`src/rtl/hilo_pkg.sv`:
```
// Shared definitions for the HI/LO multiply/divide unit: op encodings,
// FSM states and default sizing.
package hilo_pkg;

  localparam int HILO_WIDTH = 32;
  localparam int CNT_W      = $clog2(HILO_WIDTH + 1);

  localparam logic [1:0] OP_MULTU = 2'b00;
  localparam logic [1:0] OP_DIVU  = 2'b01;
  localparam logic [1:0] OP_MTHI  = 2'b10;
  localparam logic [1:0] OP_MTLO  = 2'b11;

  typedef enum logic [1:0] {
    ST_IDLE = 2'b00,
    ST_MUL  = 2'b01,
    ST_DIV  = 2'b10,
    ST_FIN  = 2'b11
  } state_t;

endpackage

```
`src/rtl/hilo_step.sv`:
```
// One iteration of the shift-add multiplier or restoring divider over the
// shared 2*WIDTH working register {upper, lower}.
module hilo_step #(
  parameter int WIDTH = 32
) (
  input  logic               is_div,
  input  logic [2*WIDTH-1:0] work,
  input  logic [WIDTH-1:0]   opnd,
  output logic [2*WIDTH-1:0] work_nxt
);

  logic [WIDTH:0]   mul_sum;
  logic [WIDTH:0]   div_shifted;
  logic [WIDTH:0]   div_diff;
  logic             q_bit;
  logic [WIDTH-1:0] div_rem;

  always_comb begin
    // Multiply: upper half accumulates; carry drops back in on the right shift.
    mul_sum = {1'b0, work[2*WIDTH-1:WIDTH]} +
              (work[0] ? {1'b0, opnd} : {(WIDTH+1){1'b0}});

    // Divide: upper = partial remainder, lower = dividend bits becoming quotient.
    div_shifted = work[2*WIDTH-1:WIDTH-1];
    div_diff    = div_shifted - {1'b0, opnd};
    q_bit       = ~div_diff[WIDTH];
    div_rem     = q_bit ? div_diff[WIDTH-1:0] : div_shifted[WIDTH-1:0];

    if (is_div) work_nxt = {div_rem, work[WIDTH-2:0], q_bit};
    else        work_nxt = {mul_sum, work[WIDTH-1:1]};
  end

endmodule

```
`src/rtl/hilo_muldiv.sv`:
```
// Iterative unsigned MULTU/DIVU unit owning the architectural HI/LO registers;
// also performs MTHI/MTLO writes.
module hilo_muldiv
  import hilo_pkg::*;
#(
  parameter int WIDTH = HILO_WIDTH
) (
  input  logic             clk,
  input  logic             rst_n,
  input  logic             start,
  input  logic [1:0]       op,
  input  logic [WIDTH-1:0] rs_val,
  input  logic [WIDTH-1:0] rt_val,
  output logic             busy,
  output logic             done,
  output logic [WIDTH-1:0] hi,
  output logic [WIDTH-1:0] lo,
  output logic [1:0]       dbg_state
);

  localparam int CW = $clog2(WIDTH + 1);

  // Handshake: start/op/rs_val/rt_val are sampled on a rising edge only while
  // idle; a MULTU/DIVU raises busy the next cycle and ends with a one-cycle
  // done as HI/LO update. MTHI/MTLO complete at the sampling edge. Requests
  // while busy are dropped, not queued.
  state_t             state, state_nxt;
  logic [CW-1:0]      cnt;
  logic [CW-1:0]      cnt_inc;
  logic [2*WIDTH-1:0] work;
  logic [2*WIDTH-1:0] work_nxt;
  logic [WIDTH-1:0]   opnd;
  logic               accept_mul, accept_div, wr_hi, wr_lo, step_en, fin_load;

  assign cnt_inc   = cnt + 1'b1;
  assign dbg_state = state;

  hilo_step #(.WIDTH(WIDTH)) u_step (
    .is_div   (state == ST_DIV),
    .work     (work),
    .opnd     (opnd),
    .work_nxt (work_nxt)
  );

  always_ff @(posedge clk or negedge rst_n) begin
    if (!rst_n) state <= ST_IDLE;
    else        state <= state_nxt;
  end

  always_comb begin
    state_nxt  = state;
    accept_mul = 1'b0;
    accept_div = 1'b0;
    wr_hi      = 1'b0;
    wr_lo      = 1'b0;
    step_en    = 1'b0;
    fin_load   = 1'b0;
    case (state)
      ST_IDLE: begin
        if (start) begin
          case (op)
            OP_MULTU: begin accept_mul = 1'b1; state_nxt = ST_MUL; end
            OP_DIVU:  begin accept_div = 1'b1; state_nxt = ST_DIV; end
            OP_MTHI:  wr_hi = 1'b1;
            default:  wr_lo = 1'b1;
          endcase
        end
      end
      ST_MUL, ST_DIV: begin
        step_en = 1'b1;
        if (cnt_inc == CW'(WIDTH)) begin
          fin_load  = 1'b1;
          state_nxt = ST_FIN;
        end
      end
      default: state_nxt = ST_IDLE;
    endcase
  end

  // HI/LO only change on the FIN entry edge or an MTHI/MTLO; the working
  // register carries all intermediate values.
  always_ff @(posedge clk or negedge rst_n) begin
    if (!rst_n) begin
      cnt  <= '0;
      work <= '0;
      opnd <= '0;
      hi   <= '0;
      lo   <= '0;
      busy <= 1'b0;
      done <= 1'b0;
    end else begin
      if (accept_mul) begin
        work <= {{WIDTH{1'b0}}, rt_val};
        opnd <= rs_val;
        cnt  <= '0;
      end else if (accept_div) begin
        work <= {{WIDTH{1'b0}}, rs_val};
        opnd <= rt_val;
        cnt  <= '0;
      end else if (step_en) begin
        work <= work_nxt;
        cnt  <= cnt_inc;
      end
      if (fin_load) begin
        hi <= work_nxt[2*WIDTH-1:WIDTH];
        lo <= work_nxt[WIDTH-1:0];
      end
      if (wr_hi) hi <= rs_val;
      if (wr_lo) lo <= rs_val;
      busy <= (state_nxt != ST_IDLE);
      done <= (state_nxt == ST_FIN);
    end
  end

endmodule

```
`config.mk`:
```
export PLATFORM = sky130hd
export DESIGN_NAME = hilo_muldiv
export DESIGN_NICKNAME = d
export VERILOG_FILES = /design/src/rtl/hilo_pkg.sv /design/src/rtl/hilo_step.sv /design/src/rtl/hilo_muldiv.sv
export SDC_FILE = /design/constraint.sdc
export NUM_CORES = 1
export LEC_CHECK = 0
export ABC_AREA = 1
export CORE_MARGIN = 4
export CORE_UTILIZATION = 40
export CTS_CLUSTER_DIAMETER = 150
export CTS_CLUSTER_SIZE = 12
export DETAILED_ROUTE_END_ITERATION = 12
export GPL_TIMING_DRIVEN = 0
export SLEW_MARGIN = 10
export SYNTH_ARGS = -nofsm -noshare
export SYNTH_HDL_FRONTEND = slang
export SYNTH_SLANG_ARGS = --single-unit
export TNS_END_PERCENT = 100
```
`constraint.sdc`:
```
create_clock -name clk -period 6.65 [get_ports clk]
set_input_delay 1.33 -clock clk [delete_from_list [all_inputs] [get_ports clk]]
set_output_delay 1.33 -clock clk [all_outputs]
set_load 0.02 [all_outputs]
```
# --- After elaboration in Yosys (flattened, before gate mapping) ---
# Index checks and enable logic that the tools add are counted.
word_totals:
  ff_bits: 170
  latch_bits: 0
  mem_bits_rw: 0
  rom_bits: 0
  inputBits: 69
  output_inout_bits: 68
  word_cells: 61
  mem_count: 0
op_classes:
  addsub: 3
  multipliers: 0
  div_mod_pow: 0
  magnitude_cmp: 0
  n_eq_ne: 6
  shifts: 0
  mux: 34
  n_bitwise: 1
  n_reduce_logical: 9
ops:
  columns: ["cell", "n"]
  rows:
  - ["32-bit 2-to-1 mux", 8]
  - ["64-bit 2-to-1 mux", 4]
  - ["32-bit by 33-bit adder with 33-bit output", 1]
  - ["33-bit by 32-bit subtractor with 33-bit output", 1]
  - ["6-bit 2-to-1 mux", 3]
  - ["1-bit 2-to-1 mux", 15]
  - ["2-bit one-hot mux with 2 select lines", 2]
  - ["2-bit nonzero test", 4]
  - ["6-bit by 1-bit adder with 6-bit output, second input constant", 1]
  - ["2-bit == test, second input constant", 3]
  - ["6-bit == test, second input constant", 1]
  - ["2-bit by 1-bit == test with 1-bit output, second input constant", 2]
  - ["2-bit logical NOT", 2]
  - ["2-bit 2-to-1 mux", 2]
  - ["3-bit nonzero test", 1]
  - ["3-bit OR reduction", 1]
  - ["2-bit OR reduction", 1]
  - ["1-bit NOT", 1]

# --- Longest topological paths before layout ---
# Gate-level depths: netlist (run 1).
logic_depth:
  depth_word: 6
  depth_mapped: 20
  ltp_nobuf: 20

# --- Cells and area by module ---
# From an unflattened synthesis (run 1), not the netlist that was laid out.
unflattened:
  cells_unflattened: 2283
  hier_area_um2: 14455.1
modules_own_cells:
  columns: ["module", "instances", "cells_per_inst", "area_per_inst_um2", "seq_area_each_um2"]
  rows:
  - ["hilo_muldiv", 1, 985, 8097.8, 4254.1]
  - ["hilo_step", 1, 1298, 6357.3, 0.0]

# --- Worst setup path before layout (run 1) ---
# No wires, ideal clock.
synth_path:
  kind: "reg2reg"
  from: "register work[0]"
  to: "register work[53]"
  setup_time_ns: 0.118
  t_arrival_ns: 2.368
  required_time_ns: 6.532
  path_slack_ns: 4.164
  path_stages_with_launch: 20
  path_buffers: 2
  synth_period_minus_slack_ns: 2.486
  cell_sequence: "dfrtp_1 > clkbuf_1 > clkbuf_1 > nand2_1 > inv_1 > ha_1 > fa_1 > nand2_1 > nand2_1 > o21a_1 > nand2_1 > nand2_1 > nand3b_1 > nand2_1 > nand2_1 > nand2_1 > nand2_1 > nand3_1 > nand3_1 > nand2_1"
synth_between:
  elab_chain_cells: 6
synth_lines:
  columns: ["element", "line", "text"]
  rows:
  - ["from (decl)", "hilo_muldiv.sv:30", "logic [2*WIDTH-1:0] work;"]
  - ["from (signal assigned)", "hilo_muldiv.sv:93", "work <= {{WIDTH{1'b0}}, rt_val};"]
  - ["from (signal assigned)", "hilo_muldiv.sv:97", "work <= {{WIDTH{1'b0}}, rs_val};"]
  - ["from (signal assigned)", "hilo_muldiv.sv:101", "work <= work_nxt;"]
  - ["32-bit 2-to-1 mux", "hilo_step.sv:21", "(work[0] ? {1'b0, opnd} : {(WIDTH+1){1'b0}});"]
  - ["32-bit by 33-bit adder with 33-bit output", "hilo_step.sv:20", "mul_sum = {1'b0, work[2*WIDTH-1:WIDTH]} +"]
  - ["64-bit 2-to-1 mux", "hilo_step.sv:29", "if (is_div) work_nxt = {div_rem, work[WIDTH-2:0], q_bit};"]
  - ["64-bit 2-to-1 mux", "hilo_muldiv.sv:100", "end else if (step_en) begin"]
  - ["64-bit 2-to-1 mux", "hilo_muldiv.sv:96", "end else if (accept_div) begin"]
  - ["64-bit 2-to-1 mux", "hilo_muldiv.sv:92", "if (accept_mul) begin"]
# Every way passes these cells. The select of a mux whose other input is x is not followed.
# A chain may end at the register's enable or synchronous reset.

# --- Worst setup path after layout (run 1) ---
layout_path:
  from: "register work[0]"
  to: "register hi[20]"
layout_between:
  elab_chain_cells: 5
layout_lines:
  columns: ["element", "line", "text"]
  rows:
  - ["32-bit 2-to-1 mux", "hilo_step.sv:21", null]
  - ["32-bit by 33-bit adder with 33-bit output", "hilo_step.sv:20", null]
  - ["64-bit 2-to-1 mux", "hilo_step.sv:29", null]
  - ["32-bit 2-to-1 mux", "hilo_muldiv.sv:104", "if (fin_load) begin"]
  - ["32-bit 2-to-1 mux", "hilo_muldiv.sv:108", "if (wr_hi) hi <= rs_val;"]
  - ["to (signal assigned)", "hilo_muldiv.sv:105", "hi <= work_nxt[2*WIDTH-1:WIDTH];"]
  - ["to (signal assigned)", "hilo_muldiv.sv:108", null]
  - ["to (decl)", "hilo_muldiv.sv:16", "output logic [WIDTH-1:0] hi,"]
# Every way passes these cells. The select of a mux whose other input is x is not followed.

==> results of run 1 <==
state kept, by name, indices dropped and copies added (netlist names):
name,cells
work,64
hi,32
lo,32
opnd,32
cnt,6
dbg_state,2
busy,1
done,1
power by group through the flow:
stage	logic [W]	registers, W	clock network, W
floorplan	0.00392	0.00204	0
global placement	0.00615	0.00193	0
detailed placement	0.00617	0.00193	0
CTS	0.00620	0.00192	0.00103
global route	0.00696	0.00199	0.00107
finish	0.00623	0.00193	0.00102
cell type report:
type / count / share of cell area, %
flip-flops and latches: 170 / 26.7
clock buffers: 22 / 2.91
multi-input cells: 1480 / 47.2
clock inverters: 10 / 0.737
repair buffers: 137 / 8.73
plain buffers: 78 / 2.35
well taps: 442 / 3.47
inverters: 338 / 7.95
cells in the final DEF (no fill, tap or decap), types with 3 or more instances in the layout:
cell,count
buf_2,18
inv_2,4
nor2_2,3
xnor2_1,4
o22ai_1,33
nand3_1,194
nand2_1,585
o21a_1,6
xor2_1,16
nand3b_1,10
ha_1,68
or2_2,3
nand4_1,12
dfrtp_1,170
buf_6,6
clkbuf_1,45
buf_4,4
o221ai_1,33
buf_1,8
a21o_1,8
nor2_1,151
clkdlybuf4s50_1,135
inv_1,333
nand2_2,15
o21bai_1,7
o21ai_0,157
nor3_1,14
clkinv_2,3
nand3_2,9
clkinv_4,3
clkbuf_16,17
a21oi_1,120
o2111ai_1,12
metrics by stage:
stage | utilization (%) | setup TNS (ns) | worst slack, ns | cell area, um2
global placement | 46.7 | -511.31 | -3.03 | 15300
detailed placement | 46.8 | 0 | 3.06 | 15400
finish | 48.6 | 0 | 3.02 | 16000
CTS | 48.6 | 0 | 3.05 | 16000
floorplan | - | 0 | 4.16 | 13400
global route | 48.6 | 0 | 2.76 | 16000
layer usage:
metal  wire, um  track usage [%]  vias to the layer above
met5          0                0                        -
met3       3120             3.58                       85
met1      25100             41.8                     6556
met4       1670             8.92                        0
li1           -                -                     7003
met2      24500             48.3                      518
critical path, stage by stage, from the launching register on:
cell and delay [ns]:
dfrtp_1 0.32, clkbuf_1 0.36, clkbuf_1 0.48, nand2_1 0.11
inv_1 0.09, ha_1 0.29, a21oi_1 0.18, nand2_1 0.12
inv_1 0.12, nor2_1 0.05, nor2_1 0.29, o21ai_0 0.31
a21oi_1 0.26, inv_1 0.06, nand2_1 0.06, nand3_1 0.12
nand3_1 0.21, nand2_1 0.08
path summary, 6_finish.rpt:
path                                     start                  to  slack, ns  depth (start not counted)
hold / removal               lo[8]$_DFFE_PN0P_   lo[8]$_DFFE_PN0P_       0.51                          2
min in group asynchronous                rst_n  lo[27]$_DFFE_PN0P_       0.84                          1
hold reg to reg              lo[8]$_DFFE_PN0P_   lo[8]$_DFFE_PN0P_       0.51                          2
setup / recovery           work[0]$_DFFE_PN0P_  hi[20]$_DFFE_PN0P_       3.02                         17
max in group asynchronous                rst_n   hi[5]$_DFFE_PN0P_       4.90                          2
setup reg to reg           work[0]$_DFFE_PN0P_  hi[20]$_DFFE_PN0P_       3.02                         17
kinds of logic after synthesis:
kind of cell,after synthesis,synth area share [%]
XOR/XNOR,20,1.30
flip-flops,170,31.7
buffers and inverters,416,12.2
AND/OR/NAND/NOR,1007,31.8
AO/OA/AOI/OAI,383,16.4
adder cells (fa/ha/maj),70,6.63
==> run metrics, run 1 <==
synthesized instance count=slightly above 2,000; setup repair bufs after CTS=0; post-synthesis async set-or-reset flop share=100%; Worst-path clk slew=roughly 0.07 ns; Seq/Total Area, Yosys=31.7%; Worst-Skew Late Latency=about 0.44 ns; grt ovf=0; Initial Utilization=about two fifths; DP HPWL=45,600 um; Max Fanout on Critical Path=10; # diodes=0; Slew Limit Fails=0; prevailing post-synth register cell=dfrtp_1; gp weighted congestion=0.967; Nets=approximately 2,400; die height=191 um; initial antenna violation count=0; most frequent cells after synthesis=585 x nand2_1, 333 x inv_1, 194 x nand3_1; switching share of total power=54.1%; VDD IR max=0.281 mV; DRT Pass-1 Iters=6; max_slew headroom=38.7%; vias in the first global route=14,100; Pleak=8.19 nW; Netlist cell types=44; Worst setup EP type=flop; RSZ-0062 raised after global routing=no; Hold WC Path Type=reg2reg; Multi-input gate area=between 0.007 and 0.008 mm2; startpoint type of the worst setup path=flop; # H-tree levels=4; hold slack=around 0.51 ns; DR WL/cell=20.3 um; Hold Buf Count CTS=0; # rows=66; synthesized flop and latch total=170; power share of the clock group=11.1%; fin cells=2,677; synthesized area=0.0134 mm2; Sw Pwr=0.00497 W; # Max-Cap Violations=0; total CTS buffers=17; CTS tree=done; Fill cells=~3,500; post-synth top area cell=dfrtp_1; placed instance count=2,645; most frequent cell after synthesis=nand2_1; Setup CP Type=reg2reg; Die W=191 um; Total Die Area=~0.037 mm2; total power=approximately 0.0092 W; number of synthesis warnings=0; Total GRT Usage=29.8%; Critical Path RT=6.97 ns; syn nets=2,205; synthesized area per cell=6.50 um2; highest clock rate=around 0.28 GHz; first-pass GRT wire length=82,700 um; Comb pwr share=between 60% and 70%; port bufs=136; final setup fails=0; cell internal pwr=about 0.0042 W; Synth top area share=31.7%; Final Cycle Share=54.6%; via count=~14,000; vias per cell=roughly 5.3; run status=complete, no violations; # DRC=0; Fin Clk Skew=approximately 0.013 ns; Final Hold Viols=0; Clock Path Buffers=2; Post-synth EDFFs=0; Worst Max-Slew Pin Slew=slightly above 0.9 ns; Power Density=575 mW/mm2; clk sinks=170; WP data arrival=3.95 ns; min Tclk post-route=~3.6 ns; number of DRC markers in iteration 0=1,129; Core Region=0.0329 mm2; top cells by area, synth=dfrtp_1 32%, nand2_1 16%, inv_1 9.3%; final WL=around 54,000 um; CTS resizes=0; IO Pins=137; Flop pwr share=21.1%; clock root cell=clkbuf_16; layout cells sized above 1=4.43%; Storage cell area=0.00425 mm2; largest net degree at the start of global routing=97; final antenna-violating net count=0; Layout area overhead=18.8%
(Power assumes the default switching activity.)
==> run 2: changes to the inputs <==
clock period = 3.03 ns   (was 6.65 ns; I/O delays follow)
==> run 2 against run 1 <==
Worst setup slack got worse by 2.9 ns; sequential power grew 120%; cell area rose by 1.4%; critical path depth increased by 2; clock skew barely moved; maximum frequency increased by 24%; hold slack worse by 0.39 ns; combinational power rose by 120%; register-to-register slack worse by 2.9 ns; sequential share of layout area shrank 0.36 points; final cell count up 0.11%.
==> run metrics, run 2 (synthesis gave the netlist of run 1 again) <==
run status=complete, no violations; DP HPWL=45,600 um (unchanged); Critical Path RT=3.36 ns (-3.61 ns); hold slack=0.120 ns (-0.393 ns); vias in the first global route=14,100 (+0.078%); clk sinks=170 (unchanged); # rows=66 (unchanged); startpoint type of the worst setup path=flop; DRT Pass-1 Iters=6 (unchanged); Hold WC Path Type=in2async; grt ovf=0 (unchanged); Flop pwr share=20.8% (-0.3 points); port bufs=136 (unchanged); Initial Utilization=40.9% (unchanged); first-pass GRT wire length=82,600 um (about the same); Total GRT Usage=29.8% (about the same); total power=0.0205 W (+120%); Pleak=8.25 nW (+0.81%); Die W=191 um (unchanged); highest clock rate=0.342 GHz (+24%); start of the worst register-to-register path=work[31]$_DFFE_PN0P_; Power Density=1260 mW/mm2 (+120%); Worst Max-Slew Pin Slew=0.937 ns (+0.0180 ns); Core Region=0.0329 mm2 (unchanged); WP data arrival=3.25 ns (-0.70 ns); Nets=2,364 (+0.13%); Reg2Reg Setup Slack=0.11 ns (-2.91 ns); Top reg by flops=work; Comb pwr share=68.3% (+0.5 points); Slew Limit Fails=0 (unchanged); slowest stage cell, crit path=dfrtp_2; IO Pins=137 (unchanged); switching share of total power=54.1% (about the same); max_slew headroom=37.5% (-1.2 points); DR WL/cell=20.3 um (about the same); Reg2Reg Depth=19 (+2); Worst-Skew Late Latency=0.44 ns (about the same); # DRC=0 (unchanged); final setup fails=0 (unchanged); via count=14,100 (-0.32%); total CTS buffers=17 (unchanged); die height=191 um (unchanged); final WL=54,500 um (+0.18%); initial antenna violation count=0 (unchanged); Fill cells=3,490 (-0.82%); commonest non-fill, non-tap cells in the layout=583 x nand2_1, 332 x inv_1, 168 x nand3_1, 168 x dfrtp_1, 156 x o21ai_0; Worst setup EP type=flop; gp weighted congestion=0.967 (unchanged); worst slack at placement=-0.556 ns (-3.61 ns); Fin Clk Skew=0.0136 ns (+0.000202 ns); VDD IR max=0.655 mV (+130%); largest net degree at the start of global routing=97 (unchanged); CTS tree=done; worst setup margin=0.109 ns (-2.91 ns); worst reg2reg endpoint=hi[29]$_DFFE_PN0P_; number of DRC markers in iteration 0=1,164 (+3.1%); Final Hold Viols=0 (unchanged); Clock Path Buffers=2 (unchanged); worst path bufs/invs=3 (-2); # Max-Cap Violations=0 (unchanged); Worst-path clk slew=0.07 ns (about the same); # H-tree levels=4 (unchanged); # diodes=0 (unchanged); Final Cycle Share=96.4% (+42 points); power share of the clock group=11.0% (about the same); clock root cell=clkbuf_16; final antenna-violating net count=0 (unchanged); max reg flops=64 (unchanged); vias per cell=5.27 (-0.44%); Sw Pwr=0.0111 W (+120%); Max Fanout on Critical Path=10 (unchanged); worst-path cell chain=inv_2, ha_2, inv_1, fa_1, nand2_1, nand2_1, nand3_2, nand2_2, nand2_1, nand2_4, nand2_2, nand2_2, nand2_2, nand2_4, buf_12, nand3_1, nand3_1, nand3_2, nand2_1; crit-path max cell delay=0.44 ns (-0.04 ns); cell internal pwr=0.00939 W (+120%); min Tclk post-route=2.92 ns (-0.713 ns); CP delay by family, top=simple AND/OR/NAND/NOR gates; Layout area overhead=20.5%; most common cell after layout, fill and taps aside=nand2_1; Total Die Area=0.0366 mm2 (unchanged); layout cells sized above 1=6.43% (+2.0 points); Setup CP Type=reg2reg; Crit. path cell count=19 (+2)
==> run 2: changes by cell type in the layout (fill, tap and decap cells not counted), sizes merged <==
cell / previous run / this run
clkbuf: 64 / 62
buf: 38 / 43
==> run 2: metrics by stage <==
stage / instance area, um2 / cells / util [%] / setup TNS [ns]
floorplan: 13400 / 2066 / - / 0
global placement: 15300 / 2644 / 46.7 / -1017.90
detailed placement: 15400 / 2645 / 46.8 / -15.93
CTS: 16000 / 2677 / 48.7 / 0
global route: 16200 / 2680 / 49.3 / -0.00212
finish: 16200 / 2680 / 49.3 / 0
==> run 2: layer usage <==
layer	GRT usage [%]	vias up	wire (um)
met2	48.3	482	24600
li1	-	7017	-
met5	0	-	0
met4	8.87	0	1580
met3	3.52	78	3210
met1	41.8	6539	25000
==> run 2: timing repair <==
item | CTS | global route
setup endpoints to repair | 66 | 57
buffers inserted | 1 | 3
hold buffers | 0 | 0
cloned | 0 | 0
pin swaps | 1 | 10
gates resized for setup | 18 | 33
==> run 2: cell type report <==
cell class | instances | area (um2) | area share, %
Sequential cell | 170 | 4260 | 26.3
Buffer | 77 | 399 | 2.47
Tap cell | 442 | 553 | 3.42
Multi-Input combinational cell | 1480 | 7710 | 47.6
Clock buffer | 22 | 464 | 2.87
Inverter | 338 | 1270 | 7.84
Clock inverter | 10 | 118 | 0.726
Timing Repair Buffer | 141 | 1420 | 8.79
==> run 2: worst max-delay path by stage <==
stage                           endpoint                 start
floorplan           work[53]$_DFFE_PN0P_   work[0]$_DFFE_PN0P_
global placement       hi[5]$_DFFE_PN0P_                 rst_n
detailed placement    hi[28]$_DFFE_PN0P_   work[0]$_DFFE_PN0P_
CTS                   hi[26]$_DFFE_PN0P_  work[31]$_DFFE_PN0P_
global route          hi[22]$_DFFE_PN0P_  work[31]$_DFFE_PN0P_
finish                hi[29]$_DFFE_PN0P_  work[31]$_DFFE_PN0P_
==> run 2: power groups by stage <==
| stage | Combinational (W) | Sequential, W | Clock (W) |
|---|---|---|---|
| CTS | 0.0137 | 0.00424 | 0.00227 |
| global placement | 0.0135 | 0.00424 | 0 |
| finish | 0.0140 | 0.00425 | 0.00224 |
| floorplan | 0.00861 | 0.00448 | 0 |
| detailed placement | 0.0135 | 0.00424 | 0 |
| global route | 0.0156 | 0.00437 | 0.00235 |
